## src/rtl/alu_seq_pkg.sv

```systemverilog
// Shared definitions for the ALU sequencer: opcodes, FSM state type and
// instruction field positions.
package alu_seq_pkg;

    localparam logic [2:0] OP_FWD  = 3'd0;
    localparam logic [2:0] OP_ADD  = 3'd1;
    localparam logic [2:0] OP_SUB  = 3'd2;
    localparam logic [2:0] OP_NOT  = 3'd3;
    localparam logic [2:0] OP_OR   = 3'd4;
    localparam logic [2:0] OP_AND  = 3'd5;
    localparam logic [2:0] OP_XOR  = 3'd6;
    localparam logic [2:0] OP_SHL2 = 3'd7;

    localparam int unsigned REG_AW = 2;

    localparam int unsigned OPC_MSB = 7;
    localparam int unsigned OPC_LSB = 5;
    localparam int unsigned RD_MSB  = 4;
    localparam int unsigned RD_LSB  = 3;
    localparam int unsigned RS_MSB  = 2;
    localparam int unsigned RS_LSB  = 1;
    localparam int unsigned WB_BIT  = 0;

    typedef enum logic [1:0] {
        StIdle    = 2'd0,
        StIssue   = 2'd1,
        StCapture = 2'd2
    } state_e;

endpackage

```

## src/rtl/alu_seq_regfile.sv

```systemverilog
// Register file for the ALU sequencer: two asynchronous read ports, an external
// write port and a writeback port; writeback wins on an address collision.
module alu_seq_regfile
    import alu_seq_pkg::*;
#(
    parameter int unsigned DATA_W = 4,
    parameter int unsigned NREGS  = 4
) (
    input  logic              i_clk,
    input  logic              i_rst_n,
    input  logic [REG_AW-1:0] i_raddr_a,
    output logic [DATA_W-1:0] o_rdata_a,
    input  logic [REG_AW-1:0] i_raddr_b,
    output logic [DATA_W-1:0] o_rdata_b,
    input  logic              i_ext_en,
    input  logic [REG_AW-1:0] i_ext_addr,
    input  logic [DATA_W-1:0] i_ext_data,
    input  logic              i_wb_en,
    input  logic [REG_AW-1:0] i_wb_addr,
    input  logic [DATA_W-1:0] i_wb_data
);

    logic [DATA_W-1:0] r_regs [NREGS];

    always_ff @(posedge i_clk or negedge i_rst_n) begin
        if (!i_rst_n) begin
            for (int i = 0; i < NREGS; i++) r_regs[i] <= '0;
        end else begin
            for (int i = 0; i < NREGS; i++) begin
                if (i_wb_en && (i_wb_addr == REG_AW'(i))) begin
                    r_regs[i] <= i_wb_data;
                end else if (i_ext_en && (i_ext_addr == REG_AW'(i))) begin
                    r_regs[i] <= i_ext_data;
                end
            end
        end
    end

    // Addresses beyond NREGS read as zero when the file is built shallower than 4.
    always_comb begin
        o_rdata_a = '0;
        o_rdata_b = '0;
        for (int i = 0; i < NREGS; i++) begin
            if (i_raddr_a == REG_AW'(i)) o_rdata_a = r_regs[i];
            if (i_raddr_b == REG_AW'(i)) o_rdata_b = r_regs[i];
        end
    end

endmodule

```

## src/rtl/alu_sequencer.sv

```systemverilog
// Three-state sequencer feeding a registered downstream ALU from a small register
// file. Define ALU_SEQ_ZERO_FLAG_EN to build the result-was-zero flag register.
module alu_sequencer
    import alu_seq_pkg::*;
#(
    parameter int unsigned DATA_W = 4,
    parameter int unsigned NREGS  = 4
) (
    input  logic              i_clk,
    input  logic              i_rst_n,
    input  logic [7:0]        i_instr,
    input  logic              i_instr_valid,
    output logic              o_instr_ready,
    input  logic              i_wr_en,
    input  logic [1:0]        i_wr_addr,
    input  logic [DATA_W-1:0] i_wr_data,
    output logic              o_alu_en,
    output logic [2:0]        o_alu_opcode,
    output logic [DATA_W-1:0] o_alu_in_1,
    output logic [DATA_W-1:0] o_alu_in_2,
    input  logic [DATA_W-1:0] i_alu_result,
    output logic              o_done,
    output logic [DATA_W-1:0] o_result,
    output logic              o_zero_flag
);

    state_e            r_state;
    state_e            w_state_d;
    logic              w_latch;
    logic              w_capture;
    logic [2:0]        r_opcode;
    logic [1:0]        r_rd;
    logic              r_wb;
    logic [DATA_W-1:0] r_op_a;
    logic [DATA_W-1:0] r_op_b;
    logic [DATA_W-1:0] r_result;
    logic [DATA_W-1:0] w_rdata_a;
    logic [DATA_W-1:0] w_rdata_b;

    alu_seq_regfile #(
        .DATA_W (DATA_W),
        .NREGS  (NREGS)
    ) u_regfile (
        .i_clk      (i_clk),
        .i_rst_n    (i_rst_n),
        .i_raddr_a  (i_instr[RD_MSB:RD_LSB]),
        .o_rdata_a  (w_rdata_a),
        .i_raddr_b  (i_instr[RS_MSB:RS_LSB]),
        .o_rdata_b  (w_rdata_b),
        .i_ext_en   (i_wr_en),
        .i_ext_addr (i_wr_addr),
        .i_ext_data (i_wr_data),
        .i_wb_en    (w_capture && r_wb),
        .i_wb_addr  (r_rd),
        .i_wb_data  (i_alu_result)
    );

    always_ff @(posedge i_clk or negedge i_rst_n) begin
        if (!i_rst_n) r_state <= StIdle;
        else          r_state <= w_state_d;
    end

    always_comb begin
        w_state_d     = r_state;
        o_instr_ready = 1'b0;
        o_alu_en      = 1'b0;
        w_capture     = 1'b0;
        w_latch       = 1'b0;
        unique case (r_state)
            StIdle: begin
                o_instr_ready = 1'b1;
                if (i_instr_valid) begin
                    w_latch   = 1'b1;
                    w_state_d = StIssue;
                end
            end
            StIssue: begin
                o_alu_en  = 1'b1;
                w_state_d = StCapture;
            end
            StCapture: begin
                w_capture = 1'b1;
                w_state_d = StIdle;
            end
            default: w_state_d = StIdle;
        endcase
    end

    // Operands are snapshotted at acceptance, so later external writes cannot leak in.
    always_ff @(posedge i_clk or negedge i_rst_n) begin
        if (!i_rst_n) begin
            r_opcode <= '0;
            r_rd     <= '0;
            r_wb     <= 1'b0;
            r_op_a   <= '0;
            r_op_b   <= '0;
            r_result <= '0;
        end else begin
            if (w_latch) begin
                r_opcode <= i_instr[OPC_MSB:OPC_LSB];
                r_rd     <= i_instr[RD_MSB:RD_LSB];
                r_wb     <= i_instr[WB_BIT];
                r_op_a   <= w_rdata_a;
                r_op_b   <= w_rdata_b;
            end
            if (w_capture) r_result <= i_alu_result;
        end
    end

    assign o_alu_opcode = r_opcode;
    assign o_alu_in_1   = r_op_a;
    assign o_alu_in_2   = r_op_b;
    assign o_done       = w_capture;
    assign o_result     = w_capture ? i_alu_result : r_result;

`ifdef ALU_SEQ_ZERO_FLAG_EN
    logic r_zero_flag;

    always_ff @(posedge i_clk or negedge i_rst_n) begin
        if (!i_rst_n)       r_zero_flag <= 1'b0;
        else if (w_capture) r_zero_flag <= (i_alu_result == '0);
    end

    assign o_zero_flag = r_zero_flag;
`else
    assign o_zero_flag = 1'b0;
`endif

endmodule

```

## config.mk

```make
export PLATFORM = sky130hd
export DESIGN_NAME = alu_sequencer
export DESIGN_NICKNAME = d
export VERILOG_FILES = /design/src/rtl/alu_seq_pkg.sv /design/src/rtl/alu_seq_regfile.sv /design/src/rtl/alu_sequencer.sv
export SDC_FILE = /design/constraint.sdc
export NUM_CORES = 1
export LEC_CHECK = 0
export ABC_AREA = 1
export CAP_MARGIN = 20
export CORE_MARGIN = 5
export CORE_UTILIZATION = 40
export CTS_CLUSTER_SIZE = 16
export DETAILED_ROUTE_END_ITERATION = 7
export PLACE_DENSITY = 0.65
export RECOVER_POWER = 25
export SYNTH_ARGS = -nofsm -noshare
export SYNTH_HDL_FRONTEND = slang
export SYNTH_SLANG_ARGS = --single-unit
```

## constraint.sdc

```tcl
create_clock -name i_clk -period 1.9 [get_ports i_clk]
set_input_delay 0.285 -clock i_clk [delete_from_list [all_inputs] [get_ports i_clk]]
set_output_delay 0.285 -clock i_clk [all_outputs]
set_load 0.01 [all_outputs]
```

==> metrics.md <==
| Metric | Value |
|---|---|
| Status | `finished, final reports clean` |
| Met2 Use GR | `0.2611` |
| DRT Wirelength | `5092 µm` |
| CP cell instances | `buf_4 > nor2_1 > clkdlybuf4s50_1` |
| Core Area | `4817 µm²` |
| Sink Count | `36` |
| Vias in the first global route | `1,779` |
| Worst setup EP type | `output pin` |
| Largest family of logic cells by synthesized area | `simple AND/OR/NAND/NOR gates` |
| Cts bufs inserted | `5` |
| Worst Reg-to-Reg Cells | `6` |
| PortBufs | `39` |
| All-layer global routing usage | `0.1716` |
| Clock share of power | `0.207` |
| Ratio of final minimum period to clock period | `0.9320` |
| Die Y | `80.92 µm` |
| Fmax | `564.7 MHz` |
| Critical R2R Launch | `r_state[0]$_DFFE_PN0P_` |
| Synth Cell Area | `2012 µm²` |
| Met3 global-route usage | `0.04435` |
| Clk buf depth | `2` |
| Mux contribution to synthesized area | `0` |
| Comb pwr share | `0.328` |
| Post-Synth Adder-Cell Area | `0` |
| Ports | `41` |
| Drt drc | `0` |
| Row cnt | `25` |
| Post-Synth Simple-Gate Area | `0.4024` |
| Worst-path maximum fanout | `5` |
| Post-synthesis sequential area ratio | `0.4478` |
| Leakage power | `1.298 nW` |
| Place WS | `5.389 ps` |
| Post-route antenna net violation count | `0` |
| Pint | `0.001615 W` |
| Flop2flop setup slack | `430 ps` |
| Nets | `348` |
| Worst-skew pair later-pin latency | `290 ps` |
| Compound-Gate Fraction of Synth Area | `0.07463` |
| Power per cell area | `962.8 nW/µm²` |
| Switch Pwr | `0.0008633 W` |
| CP max stage cell | `clkdlybuf4s50_1` |
| Initial DRC count | `137` |
| RePlAce Congestion | `0.8669` |
| Fin. Hold Viols | `0` |
| CP peak stage delay | `540 ps` |
| Peak supply drop | `0.5234 mV` |
| Hold_buf cts | `0` |
| Clk pin slew, worst setup/hold paths | `80 ps` |
| Initial Utilization | `0.4177` |
| Syn-to-layout area delta | `27.92%` |
| Crit Path Category | `flip-flop to output pin` |
| Largest net degree at the start of global routing | `37` |
| Post-synth cell types | `19` |
| Post-synthesis sequential element count | `36` |
| Syn_nets | `304` |
| Die Wd | `80.92 µm` |
| Unrepaired setup endpoints after global routing | `false` |
| Routed length per instance | `12.96 µm` |
| Final setup fails | `0` |
| Grt ovf | `0` |
| Htree depth | `2` |
| Hold endpoint | `o_alu_in_1[1]$_DFFE_PN0P_` |
| Post-Synth XOR/XNOR Area | `0` |
| Final setup TNS | `0 ps` |
| CP Data Arrival Time | `1490 ps` |
| Minimum clock period after layout | `1771 ps` |
| Fin. max-slew vios | `0` |
| Worst hold stages | `2` |
| Via count | `1,965` |
| Mean Syn Cell Area | `7.135 µm²` |
| Required time of the critical path | `1620 ps` |
| Met1 usage | `0.2366` |
| R2r endpoint | `u_regfile.r_regs[9]$_DFFE_PN0P_` |
| Yosys warnings | `0` |
| Drt via density | `5.000` |
| Maxcap violations | `0` |
| CTS root buf | `clkbuf_8` |
| Startpoint Class | `flip-flop` |
| Layout cells sized above 1 | `0.07362` |
| Fin Clk Skew | `12.45 ps` |
| Sw Share | `0.3484` |
| Post-route setup slack | `129.3 ps` |
| Hold Crit Start | `o_alu_in_1[1]$_DFFE_PN0P_` |
| Gr busiest metal | `met2` |
| N_diodes | `0` |
| Critical Path Stages | `3` |
| Worst hold path type | `flip-flop to flip-flop` |
| Global-route wire length before repair | `8549 µm` |
| Slew HR | `0.4105` |
| Die area | `6548 µm²` |
| Least-Margin Pin Slew | `884.2 ps` |
| Post-DP HPWL | `3861 µm` |
| CTS tree | `done` |
| Gate Count Post-Synth | `282` |
| First drt pass iteration count | `4` |
| Initial antenna violation count | `0` |
| Crit-path leading delay family | `buffers and inverters` |
| Portion of total power attributed to sequential cells | `0.465` |
| CP bufs+invs | `2` |
-- worst max path at each step --
| stage | end | startpoint | slack (ps) |
|---|---|---|---|
| after detailed placement | o_result[3] | i_alu_result[3] | 5 |
| after global routing | o_result[3] | r_state[0]$_DFFE_PN0P_ | 20 |
| after global placement | o_result[2] | i_alu_result[2] | 50 |
| after CTS | o_instr_ready | r_state[1]$_DFFE_PN0P_ | 6 |
| after floorplan | o_result[0] | r_state[0]$_DFFE_PN0P_ | 630 |
| final | o_alu_en | r_state[1]$_DFFE_PN0P_ | 130 |
-- state kept, by name, summed over array words and instances, names as in the netlist --
register	flops
r_result	4
r_wb	1
o_alu_opcode	3
r_rd	2
o_alu_in_2	4
o_alu_in_1	4
u_regfile.r_regs	16
r_state	2
-- tightest hold or removal path, stage by stage (launching register included) --
cell	delay [ps]
dfrtp_1	340
nand2_1	50
nand2_1	50
-- Yosys cell counts --
cell type    n  share of area
nand2_2      1         0.0031
conb_1       1         0.0019
nand3_1     39          0.097
nand2_1    110           0.21
buf_2        1         0.0025
a21oi_1      8          0.020
o21ai_0     22          0.055
inv_1       22          0.041
nand3_2      3          0.015
dfrtp_1     36           0.45
nor2_1       6          0.011
buf_6        1         0.0056
nor2_4       2          0.011
nand4_1     16          0.050
buf_4        2         0.0075
nand3b_1     1         0.0037
clkinv_1     2         0.0037
clkbuf_1     7          0.013
nor2_2       2         0.0062
-- logic make-up after synthesis --
group	Yosys count
compound gates	30
simple gates	180
other cells	1
buf+inv	35
flops	36
-- power by group through the flow --
| stage | clock [W] | sequential, W | combinational (W) |
|---|---|---|---|
| 2_1_floorplan | 0 | 0.00115 | 0.000424 |
| 3_3_place_gp | 0 | 0.00116 | 0.000833 |
| 3_5_place_dp | 0 | 0.00117 | 0.000844 |
| 4_1_cts | 0.000531 | 0.00115 | 0.000828 |
| 5_1_grt | 0.000561 | 0.00119 | 0.000920 |
| 6_report | 0.000514 | 0.00115 | 0.000812 |
-- what timing repair did --
item / in CTS / in global routing
setup buffers: 0 / 0
endpoints found under the hold margin: 0 / 0
resized for setup: 9 / 2
setup endpoints to repair: 4 / 2
-- routing by layer --
metal / wire [µm] / vias up
li1: - / 1014
met2: 2211 / 69
met3: 367 / 9
met5: 0 / -
met1: 2424 / 873
met4: 88 / 0
-- placed cells by master, fill, tap and decap left out, types with 3 or more instances in the layout --
cell type,count
nand3_2,3
nand2_1,109
buf_4,8
clkdlybuf4s50_1,32
clkbuf_8,5
nand4_1,16
nor2_1,6
a21oi_1,8
o21ai_1,4
dfrtp_1,36
dlygate4sd2_1,4
o21ai_0,18
nand3_1,39
inv_1,22
-- final cells by class --
class / count / area [µm²]
tap: 67 / 83.83
clock inverter: 1 / 5.005
clock buffer: 6 / 72.57
sequential: 36 / 900.9
multi-input combinational: 211 / 965.9
inverter: 24 / 90.09
fill: 498 / 2243
timing repair buffer: 48 / 455.4
-- through the flow --
| step | hold WS (ps) | cell area [µm²] | utilization | total power [W] | cells |
|---|---|---|---|---|---|
| after detailed placement | 464.5 | 2496 | 0.5182 | 0.002010 | 386 |
| after global routing | 511.7 | 2574 | 0.5343 | 0.002667 | 393 |
| after CTS | 409.3 | 2571 | 0.5338 | 0.002513 | 393 |
| after floorplan | -10.59 | 2012 | - | 0.001576 | 282 |
| final | 476.5 | 2574 | 0.5343 | 0.002478 | 393 |
| after global placement | 462.6 | 2496 | 0.5182 | 0.001996 | 386 |
(Power assumes the default switching activity.)
